===== config.mk =====
export PLATFORM = sky130hd
export DESIGN_NAME = dtb_loader
export DESIGN_NICKNAME = d
export VERILOG_FILES = /design/src/rtl/dtb_pkg.sv /design/src/rtl/dtb_loader.sv
export SDC_FILE = /design/constraint.sdc
export NUM_CORES = 1
export LEC_CHECK = 0
export BUFFER_PORTS_ARGS = -buffer_cell sky130_fd_sc_hd__buf_2
export CAP_MARGIN = 40
export CORE_MARGIN = 8
export CORE_UTILIZATION = 35
export CTS_BUF_LIST = sky130_fd_sc_hd__clkbuf_8
export CTS_CLUSTER_DIAMETER = 40
export DETAILED_ROUTE_END_ITERATION = 16
export HOLD_SLACK_MARGIN = 0.02
export PLACE_DENSITY_LB_ADDON = 0.25
export SLEW_MARGIN = 10
export SYNTH_ARGS = -nofsm -noshare
export SYNTH_HDL_FRONTEND = slang
export SYNTH_SLANG_ARGS = --single-unit
export TNS_END_PERCENT = 10

===== constraint.sdc =====
create_clock -name clk -period 5.2 [get_ports clk]
set_clock_uncertainty 0.05 [all_clocks]
set_input_delay 1.04 -clock clk [delete_from_list [all_inputs] [get_ports clk]]
set_output_delay 1.04 -clock clk [all_outputs]
set_load 0.005 [all_outputs]

===== src/rtl/dtb_pkg.sv =====
// Shared constants, state encoding and byte-order helper for the device-tree ROM loader.
package dtb_pkg;

  localparam logic [31:0] FDT_MAGIC     = 32'hd00dfeed;
  localparam int unsigned FDT_HDR_BYTES = 40;

  typedef enum logic [2:0] {
    StIdle,
    StHdr,
    StCopy,
    StDone,
    StErr
  } dtb_ld_state_t;

  // FDT header fields are big-endian while the ROM word is little-endian.
  function automatic logic [31:0] be32(input logic [31:0] w);
    return {w[7:0], w[15:8], w[23:16], w[31:24]};
  endfunction

endpackage


===== src/rtl/dtb_loader.sv =====
// Boot-time sequencer: validates the FDT header in the device-tree ROM and streams the blob
// into main memory through a valid/ready write port.
module dtb_loader
  import dtb_pkg::*;
#(
  parameter int unsigned ROM_AW = 9,
  parameter int unsigned MEM_AW = 48
) (
  input  logic              clk,
  input  logic              reset,
  input  logic              start,
  input  logic [MEM_AW-1:0] dest_base,
  output logic [ROM_AW-1:0] rom_addr,
  input  logic [63:0]       rom_data,
  output logic              wr_valid,
  input  logic              wr_ready,
  output logic [MEM_AW-1:0] wr_addr,
  output logic [63:0]       wr_data,
  output logic              busy,
  output logic              done,
  output logic              err,
  output logic [ROM_AW:0]   words
);

  dtb_ld_state_t     state_q, state_d;
  logic [ROM_AW-1:0] rom_addr_q, rom_addr_d;
  logic [MEM_AW-1:0] base_q, base_d;
  logic [ROM_AW:0]   words_q, words_d;
  logic              done_q, done_d;
  logic              err_q, err_d;

  logic [31:0] hdr_magic;
  logic [31:0] hdr_total;
  logic [32:0] hdr_words;
  logic        hdr_bad;
  logic        is_last;

  assign hdr_magic = be32(rom_data[31:0]);
  assign hdr_total = be32(rom_data[63:32]);
  // 33-bit round-up so totalsize near 2^32 cannot wrap into a small word count.
  assign hdr_words = ({1'b0, hdr_total} + 33'd7) >> 3;
  assign hdr_bad   = (hdr_magic != FDT_MAGIC) || (hdr_total < FDT_HDR_BYTES) ||
                     (hdr_words > (33'd1 << ROM_AW));

  assign is_last = ({1'b0, rom_addr_q} == (words_q - (ROM_AW+1)'(1)));

  always_comb begin
    state_d    = state_q;
    rom_addr_d = rom_addr_q;
    base_d     = base_q;
    words_d    = words_q;
    done_d     = done_q;
    err_d      = err_q;
    case (state_q)
      StIdle, StDone, StErr: begin
        if (start) begin
          state_d    = StHdr;
          rom_addr_d = '0;
          base_d     = dest_base & ~MEM_AW'(7);
          words_d    = '0;
          done_d     = 1'b0;
          err_d      = 1'b0;
        end
      end
      StHdr: begin
        if (hdr_bad) begin
          state_d = StErr;
          err_d   = 1'b1;
        end else begin
          state_d    = StCopy;
          words_d    = hdr_words[ROM_AW:0];
          rom_addr_d = '0;
        end
      end
      StCopy: begin
        if (wr_ready) begin
          if (is_last) begin
            state_d = StDone;
            done_d  = 1'b1;
          end else begin
            rom_addr_d = rom_addr_q + ROM_AW'(1);
          end
        end
      end
      default: state_d = StIdle;
    endcase
  end

  always_ff @(posedge clk) begin
    if (reset) begin
      state_q    <= StIdle;
      rom_addr_q <= '0;
      base_q     <= '0;
      words_q    <= '0;
      done_q     <= 1'b0;
      err_q      <= 1'b0;
    end else begin
      state_q    <= state_d;
      rom_addr_q <= rom_addr_d;
      base_q     <= base_d;
      words_q    <= words_d;
      done_q     <= done_d;
      err_q      <= err_d;
    end
  end

  // Write data comes straight from the ROM decode of the registered word index.
  assign rom_addr = rom_addr_q;
  assign wr_valid = (state_q == StCopy);
  assign wr_data  = rom_data;
  assign wr_addr  = (state_q == StCopy) ? base_q + MEM_AW'({rom_addr_q, 3'b000}) : '0;
  assign busy     = (state_q == StHdr) || (state_q == StCopy);
  assign done     = done_q;
  assign err      = err_q;
  assign words    = words_q;

endmodule


# --- Word-level counts from Yosys, hierarchy flattened ---
# Cells that the tools add are included.
classes:
  addsub: 4
  multipliers: 0
  div_mod_pow: 0
  n_lt_le_gt_ge: 2
  eq_ne: 12
  n_shift: 0
  muxes: 20
  bitwise: 0
  n_reduce_logical: 14
ops:
  columns: ["operator", "n"]
  rows:
  - ["48-bit by 12-bit adder with 48-bit output", 1]
  - ["48-bit 2-to-1 mux", 1]
  - ["9-bit 2-to-1 mux", 4]
  - ["32-bit by 3-bit adder with 33-bit output, second input constant", 1]
  - ["32-bit by 6-bit < comparator with 1-bit output, second input constant", 1]
  - ["32-bit inequality test, second input constant", 1]
  - ["30-bit by 10-bit > comparator with 1-bit output, second input constant", 1]
  - ["9-bit case mux with 3 select lines", 1]
  - ["10-bit 2-to-1 mux", 2]
  - ["10-bit case mux with 2 select lines", 1]
  - ["3-bit 2-to-1 mux", 4]
  - ["9-bit by 10-bit equality test with 1-bit output", 1]
  - ["10-bit by 1-bit subtractor with 10-bit output, second input constant", 1]
  - ["9-bit by 1-bit adder with 9-bit output, second input constant", 1]
  - ["3-bit case mux with 3 select lines", 1]
  - ["3-bit AND reduction", 3]
  - ["2-bit inequality test, second input constant", 4]
  - ["3-bit by 2-bit equality test with 1-bit output, second input constant", 2]
  - ["5-bit AND reduction", 1]
  - ["1-bit 2-to-1 mux", 4]
  - ["2-bit by 1-bit inequality test with 1-bit output, second input constant", 2]
  - ["1-bit case mux with 2 select lines", 2]
  - ["4-bit AND reduction", 1]
  - ["2-bit nonzero test", 2]
  - ["other kinds (7)", 9]
word_totals:
  regBits: 69
  latchBits: 0
  mem_bits_rw: 0
  mem_bits_ro: 0
  inputBits: 116
  out_inout_bits: 135
  memories: 0

# --- Logic depth before layout (Yosys ltp) ---
# Gate-level depths: netlist of run 1.
logic_depth:
  word_depth: 5
  mapped_depth: 12
  depth_no_buf: 11

# --- Worst setup path after synthesis of run 1 ---
# OpenSTA, ideal clock, no wires.
synth_timing:
  path_kind: "register to output"
  start: "register rom_addr_q[0], in the netlist rom_addr[0]"
  end: "output port wr_addr[42]"
  t_arrival_ns: 3.062
  setup_slack_ns: 1.048
  path_stages_with_launch: 11
  cell_sequence: "dfxtp_1 ha_1 a21o_1 a21oi_1 o21bai_1 a2111oi_0 o311ai_0 or4b_2 clkbuf_1 or3_1 a21oi_1"
synth_between:
  elab_chain_len: 2
synth_lines:
  columns: ["element", "line", "source"]
  rows:
  - ["from (decl)", "dtb_loader.sv:26", "logic [ROM_AW-1:0] rom_addr_q, rom_addr_d;"]
  - ["from (signal assigned)", "dtb_loader.sv:99", "rom_addr_q <= rom_addr_d;"]
  - ["48-bit by 12-bit adder with 48-bit output", "dtb_loader.sv:111", "assign wr_addr = (state_q == StCopy) ? base_q + MEM_AW'({rom_addr_q, 3'b000}) : '0;"]
  - ["48-bit 2-to-1 mux", "dtb_loader.sv:111", null]
  - ["to (decl)", "dtb_loader.sv:17", "output logic [MEM_AW-1:0] wr_addr,"]
# No other way between the ends.

# --- Worst setup path after layout of run 1 ---
layout_timing:
  start: "register rom_addr_q[0], in the netlist rom_addr[0]"
  end: "output port wr_addr[36]"
# Same word-level chain as after synthesis.

==> results of run 1 <==
==> per-stage QoR <==
| step | util (%) | std cells |
|---|---|---|
| after CTS | 42.7 | 1173 |
| after global routing | 42.7 | 1173 |
| final | 42.7 | 1173 |
| after detailed placement | 41.4 | 1157 |
| after global placement | 41.1 | 1155 |
| after floorplan | - | 791 |
==> metal layers <==
metal  track usage, %  wire length, um  vias to the layer above
li1                 -                -                     3017
met1             22.2             8080                     2675
met2             28.9             8500                      183
met3             3.79             1090                       21
met4             5.65              346                        0
met5                0                0                        -
==> registers in the layout (all words and copies together), names as in the netlist <==
signal	count
base_q	45
rom_addr	9
words	10
state_q	3
done	1
err	1
==> cell usage in the layout, fill, tap and decap left out, types with 5 or more instances in the layout <==
cell      instances
nor2_1           76
dfxtp_1          69
nand3_1          27
or3_1            19
nand4_1          25
buf_2           244
inv_1            31
a21oi_1          78
nand4b_1          7
xor2_1           10
ha_1             11
xnor2_1          49
clkbuf_8         10
nor4_1           26
or4_1             9
nand2_1         132
nor3_1           21
o21ai_0          19
and3_1            5
==> how the worst max path moves through the flow <==
stage / from / to / slack [ns]
after detailed placement: rom_addr[1] / wr_addr[26] / 0.67
after global routing: rom_addr[1] / wr_addr[26] / 0.03
final: rom_addr[0] / wr_addr[36] / 0.44
after global placement: rom_addr[1] / wr_addr[26] / 0.63
after floorplan: rom_addr[0] / wr_addr[42] / 1.05
after CTS: rom_addr[1] / wr_addr[26] / 0.22
==> repair_timing <==
action,4_1_cts,5_1_grt
hold endpoints to repair,0,0
setup buffers,0,0
endpoints found under the setup margin,0,7
resized for setup,0,1
==> layout make-up <==
cell class,instances,share of cell area (%)
multi-input combinational,593,51.5
sequential,69,20.6
timing repair buffer,250,19.4
tap,216,4.03
clock buffer,10,2.05
inverter,29,1.62
clock inverter,6,0.821
==> cell families after synthesis <==
logic type / after synthesis / share of synthesized area (%)
adders and majority gates: 12 / 2.83
buffers and inverters: 129 / 13.5
other: 1 / 0.0673
DFF: 69 / 24.8
xor gates and xnor gates: 59 / 9.27
and+or+nand+nor: 373 / 33.0
AOI/OAI and AO/OA: 137 / 14.8
muxes: 9 / 1.73
==> worst reg2reg max path: stages, from the launching register on <==
cell and delay [ns]:
dfxtp_1 0.38, nor3_1 0.47, nor4bb_1 0.34, mux2i_1 0.22, mux2_2 0.19, nor4_1 0.05, nor2_1 0.19, o21ai_2 0.21
or3_1 0.41, a21oi_1 0.14
==> where the power goes <==
group	total [uW]	internal [uW]	switching (uW)
clock network	438	230	208
registers	576	551	25.1
logic	233	102	131
==> impl_metrics.ini, run 1 <==
[outcome]
run_status = finished clean

[worst_setup_path]
crit_arrival_ns = 3.67
crit_top_cell = a21oi_1
crit_path_max_fanout = 12
crit-reg2reg-launch = words[2]
critical_path_class = flop to output pin
cp.buffers_inverters = 2
start_kind = flop
crit_family = compound AO/OA/AOI/OAI gates
cp.depth = 11
cpPeakStageDelay_ns = 0.74
endpoint_kind = output pin
r2r-end = rom_addr[7]
required_ns = 4.11
r2r_cells = 9
cp_cell_sequence = ha_1 > a21o_1 > a21oi_1 > o21bai_1 > a2111oi_1 > o311ai_0 > buf_4 > or4b_2 > or3_1 > a21oi_1 > buf_2
cp_slowest_cell = or4b_2
reg2reg_slack_ns = 2.48

[synth]
yosys_most_used_dff = dfxtp_1
synth_edf_count = 0
synth_seq_area_share_pct = 24.8
yosysMostFrequentCell = nand2_1
ys_ff_latch = 69
synth_largest_area_cell = dfxtp_1
synthTopCellsByCount = nand2_1 (133), a21oi_1 (78), nor2_1 (76)
yosys_warnings = 0
synthDominantCellAreaShare_pct = 24.8
synth_area_leaders = dfxtp_1 (25%), buf_4 (9.0%), nand2_1 (9.0%)
syn_area_mm2 = 0.00558
syn_inst = 789
syn_avg_cell_area_um2 = 7.07
ys_async_sr_fraction_pct = 0
synth.distinct_cells = 66

[grt]
antenna_found_initial = 0
grt_max_degree = 46
grt_pass1_vias = 5666
grt_pass1_wl_um = 28900
grt-ovfl-total = 0
grt_usage_pct = 17.5

[hold_path]
hold_start = base_q[5]
min_path_type = flop to flop
min_to = base_q[5]
hold_depth = 2

[routing]
vias = 5896
wire_per_inst_um = 15.4
firstDrtPassIters = 7
routed_wl_um = 18000
ant_nets = 0
post-route-drc-count = 0
vias_per_cell = 5.03
initialDrtViolationCount = 323

[sta]
fin_ws_ns = 0.435
setup_viol = 0
tns_ns = 0
fin_crit_sh_pct = 91.6
drv_slew = 0
worstMarginPinSlew_ns = 0.762
rsz0062_at_grt = no
hold_violations = 0
timing.fmax_mhz = 210
finalCriticalPeriod_ns = 4.76
whs_ns = 0.414
slew_headroom_pct = 47.9

[cts]
path_clk_slew_ns = 0.07
cts_max_level = 3
hold_buffers = 0
cts_tree = yes
cts_buffer_depth = 2
cts.sinks = 69
ctsRootBufferMaster = clkbuf_8
clkLatencyLatePin_ns = 0.35
cts_buffers = 9

[place]
io_buffers = 244
place_hpwl_um = 14100
place_area_mm2 = 0.00651
place.gp.congestion = 0.883
place_ws_ns = 0.669

[power]
leakagePower_uw = 0.00276
ir_drop_v = 0.000108
power.density_mw_per_mm2 = 186
finalPower_uw = 1250

[die]
die_w_um = 142
die_height_um = 142
initial_utilization_pct = 35.5
core_area_mm2 = 0.0157
io_pins = 251
fp-row-count = 46
die_area_mm2 = 0.0202

[flow_run]
max_cap_viol_count = 0

[finish]
multi_input_area_mm2 = 0.00345
drive_gt1_share_pct = 29.4
syn2layout_area_growth_pct = 20.2
fin_area_mm2 = 0.00670
seqCellArea_mm2 = 0.00138
fillers = 1734
antenna_cells = 0
fin_nets = 1080
Power figures use the tool's default switching activity.
==> inputs of run 2 (changes only) <==
- CORE_MARGIN: 8 -> 3
==> impl_metrics.ini, run 2 (synthesized netlist as in run 1, its figures left out) <==
[die]
initial_utilization_pct = 36.3
die_height_um = 132
die_area_mm2 = 0.0175
core_area_mm2 = 0.0154
die_w_um = 132
fp-row-count = 45
io_pins = 251

[worst_setup_path]
required_ns = 4.11
cp.buffers_inverters = 2
endpoint_kind = output pin
start_kind = flop
crit_top_cell = a21oi_1
cp_cell_sequence = ha_1 > a21oi_1 > o21bai_1 > a2111oi_0 > o311ai_0 > buf_4 > or4b_2 > or3_1 > a21oi_1 > buf_2
crit_arrival_ns = 3.58
critical_path_class = flop to output pin
crit_path_max_fanout = 12
cpPeakStageDelay_ns = 0.73
cp_slowest_cell = or4b_2
crit_family = simple AND/OR/NAND/NOR gates

[power]
leakagePower_uw = 0.00279
power.density_mw_per_mm2 = 186
ir_drop_v = 0.0000917

[cts]
cts.sinks = 69
cts_buffer_depth = 2
post_cts_buffers = 0
clkLatencyLatePin_ns = 0.35
cts_tree = yes
cts_buffers = 9
ctsRootBufferMaster = clkbuf_8
cts_max_level = 3
hold_buffers = 0
path_clk_slew_ns = 0.07
ctsResizeCount = 0

[grt]
grt_usage_pct = 19.0
grt-ovfl-total = 0
grt_pass1_wl_um = 27700
grt_pass1_vias = 5444
antenna_found_initial = 0
grt_max_degree = 47

[routing]
vias_per_cell = 5.04
wire_per_inst_um = 14.7
post-route-drc-count = 0
ant_nets = 0
routed_wl_um = 17200
firstDrtPassIters = 6
initialDrtViolationCount = 347
vias = 5897

[finish]
fin_cells = 1171
top_register = base_q
fillers = 1652
fin_nets = 1084
mostFrequentLayoutCells = buf_2 (244), nand2_1 (132), a21oi_1 (78), nor2_1 (76), dfxtp_1 (69)
final_common_cell = buf_2
largest_register_ffs = 45
syn2layout_area_growth_pct = 20.6
antenna_cells = 0
drive_gt1_share_pct = 29.5

[hold_path]
min_path_type = flop to flop

[sta]
finalCriticalPeriod_ns = 4.67
timing.fmax_mhz = 214
hold_violations = 0
slew_headroom_pct = 50.3
drv_slew = 0
rsz0062_at_grt = no
worstMarginPinSlew_ns = 0.738
setup_viol = 0
tns_ns = 0
fin_crit_sh_pct = 89.9

[outcome]
run_status = finished clean

[place]
place.gp.congestion = 0.853
io_buffers = 244
placed_cells = 1156
place_hpwl_um = 13200

[flow_run]
max_cap_viol_count = 0
## run 2: cell types whose count changed in the layout (fill, tap and decap cells not counted)
cell        delta
buf_4          +4
clkinv_2       -2
a2111oi_0      +1
a2111oi_1      -1
clkbuf_8       +1
clkinvlp_4     -1
inv_1          +1
## run 2: final cells by class
cell class	instances	area (um2)	share of cell area, %
clock buffers	11	151	2.25
clock inverters	4	41.3	0.614
well taps	211	264	3.92
flip-flops and latches	69	1380	20.5
multi-input cells	593	3450	51.3
inverters	29	109	1.62
repair buffers	254	1330	19.8
## run 2: where the power goes
group | switching [uW] | internal, uW
sequential | 22.5 | 551
combinational | 133 | 104
clock | 201 | 240
total | 356 | 895
## run 2: metrics by stage
step	hold WS, ns	utilization [%]	power [uW]	area, um2	setup slack [ns]
4_1_cts	0.414	43.8	1270	6730	0.480
3_3_place_gp	0.398	42.2	815	6490	0.889
5_1_grt	0.433	43.8	1320	6730	0.302
3_5_place_dp	0.403	42.5	823	6530	0.879
2_1_floorplan	0.390	-	733	5580	1.05
6_report	0.409	43.8	1250	6730	0.526
## run 2: metal layers
| layer | GRT usage [%] | vias to the layer above | wire length (um) |
|---|---|---|---|
| li1 | - | 3013 | - |
| met1 | 25.6 | 2717 | 8200 |
| met2 | 31.6 | 158 | 8130 |
| met3 | 3.32 | 9 | 766 |
| met4 | 4.45 | 0 | 114 |
| met5 | 0 | - | 0 |
## run 2: path summary, 6_finish.rpt
path / to / start / depth (start not counted) / slack [ns]
worst max register to register: rom_addr[4] / words[2] / 9 / 2.48
worst min register to register: base_q[10] / base_q[10] / 2 / 0.41
worst min-delay path: base_q[10] / base_q[10] / 2 / 0.41
worst max-delay path: wr_addr[36] / rom_addr[2] / 10 / 0.53
## run 2: worst min-delay path: cells and delay by family, from the launching register on
family | cells | cell delay, ns
and+or+nand+nor | 1 | 0.05
AOI/OAI and AO/OA | 1 | 0.05
DFF | 1 | 0.31
==> inputs of run 3 (changes only) <==
==> constraint.sdc (replaced) <==
create_clock -name clk -period 5.2 [get_ports clk]
set_clock_uncertainty 0.05 [all_clocks]
set_input_delay 0.78 -clock clk [delete_from_list [all_inputs] [get_ports clk]]
set_output_delay 0.78 -clock clk [all_outputs]
set_load 0.005 [all_outputs]
==> impl_metrics.ini, run 3 (synthesized netlist as in run 1, its figures left out) <==
[outcome]
run_status = finished clean

[cts]
cts_tree = yes
cts_buffer_depth = 2
path_clk_slew_ns = 0.08
clkLatencyLatePin_ns = 0.34
cts.sinks = 69
hold_buffers = 0
cts_buffers = 9
ctsResizeCount = 0
post_cts_buffers = 0
cts_max_level = 3
ctsRootBufferMaster = clkbuf_8

[grt]
grt_usage_pct = 19.3
grt_pass1_wl_um = 28100
antenna_found_initial = 0
grt-ovfl-total = 0
grt_max_degree = 46
grt_pass1_vias = 5481

[routing]
wl_met2_um = 8000
wl_met3_um = 823
initialDrtViolationCount = 389
vias_per_cell = 5.03
highest_layer = met4
wire_per_inst_um = 14.7
post-route-drc-count = 0
routed_wl_um = 17200
drt-met1-wl_um = 8020
ant_nets = 0
vias = 5891
firstDrtPassIters = 5

[worst_setup_path]
start_kind = flop
reg2reg_slack_ns = 2.48
r2r_cells = 9
startpoint = rom_addr[1]
critical_path_class = flop to output pin
endpoint_kind = output pin
crit-reg2reg-launch = words[2]
crit_path_max_fanout = 12
r2r-end = rom_addr[8]
required_ns = 4.37
crit_arrival_ns = 3.65

[finish]
fin_cells = 1171
fillers = 1659
top_register = base_q
final_common_cell = buf_2
drive_gt1_share_pct = 29.6
largest_register_ffs = 45
fin_nets = 1083
syn2layout_area_growth_pct = 20.9
mostFrequentLayoutCells = buf_2 (244), nand2_1 (132), a21oi_1 (78), nor2_1 (76), dfxtp_1 (69)
finalCoreUtilization_pct = 43.9
antenna_cells = 0

[place]
place_hpwl_um = 13200
io_buffers = 244
place.gp.congestion = 0.857
placed_cells = 1155

[flow_run]
max_cap_viol_count = 0

[power]
ir_drop_v = 0.0000905
power.density_mw_per_mm2 = 190
leakagePower_uw = 0.00279
finalPower_uw = 1280

[hold_path]
min_to = err
hold_depth = 2
hold_start = err
min_path_type = flop to flop

[sta]
timing.fmax_mhz = 223
drv_slew = 0
slew_headroom_pct = 47.2
worstMarginPinSlew_ns = 0.784
hold_violations = 0
rsz0062_at_grt = no
fin_crit_sh_pct = 86.2
tns_ns = 0
setup_viol = 0
finalCriticalPeriod_ns = 4.48
whs_ns = 0.411

[die]
io_pins = 251
die_w_um = 132
initial_utilization_pct = 36.3
die_area_mm2 = 0.0175
core_area_mm2 = 0.0154
fp-row-count = 45
die_height_um = 132
## run 3: worst max-delay path, stage by stage, from the launching register on
cell       delay (ns)
dfxtp_1          0.30
buf_4            0.16
ha_1             0.28
a21o_1           0.11
a21oi_1          0.09
o21bai_1         0.20
a2111oi_0        0.18
o311ai_0         0.38
buf_4            0.20
or4b_2           0.73
or3_1            0.36
a21oi_1          0.17
buf_2            0.14
## run 3: worst max-delay path by stage
stage / endpoint / slack, ns
4_1_cts: wr_addr[36] / 0.69
3_5_place_dp: wr_addr[36] / 1.08
3_3_place_gp: wr_addr[36] / 1.06
2_1_floorplan: wr_addr[42] / 1.31
5_1_grt: wr_addr[32] / 0.41
6_report: wr_addr[36] / 0.72
## run 3: metal layers
metal	up-vias	track usage (%)
met1	2674	26.3
li1	3017	-
met2	179	31.5
met4	0	6.12
met3	21	2.79
met5	-	0
## run 3: power breakdown
group / total, uW / internal, uW / switching, uW
clock network: 471 / 264 / 207
registers: 573 / 551 / 22.1
logic: 238 / 104 / 134
total: 1280 / 920 / 363
## run 3: cell type report
class                   count  area, um2  share of cell area, %
flip-flops and latches     69       1380                   20.5
clock inverters             7       82.6                   1.23
well taps                 211        264                   3.92
multi-input cells         593       3450                   51.2
repair buffers            253       1330                   19.7
inverters                  29        109                   1.61
clock buffers               9        124                   1.84
## run 3: per-stage QoR
stage / cell area [um2] / setup slack, ns
2_1_floorplan: 5580 / 1.31
3_3_place_gp: 6480 / 1.06
3_5_place_dp: 6530 / 1.08
4_1_cts: 6740 / 0.687
5_1_grt: 6740 / 0.412
6_report: 6740 / 0.720
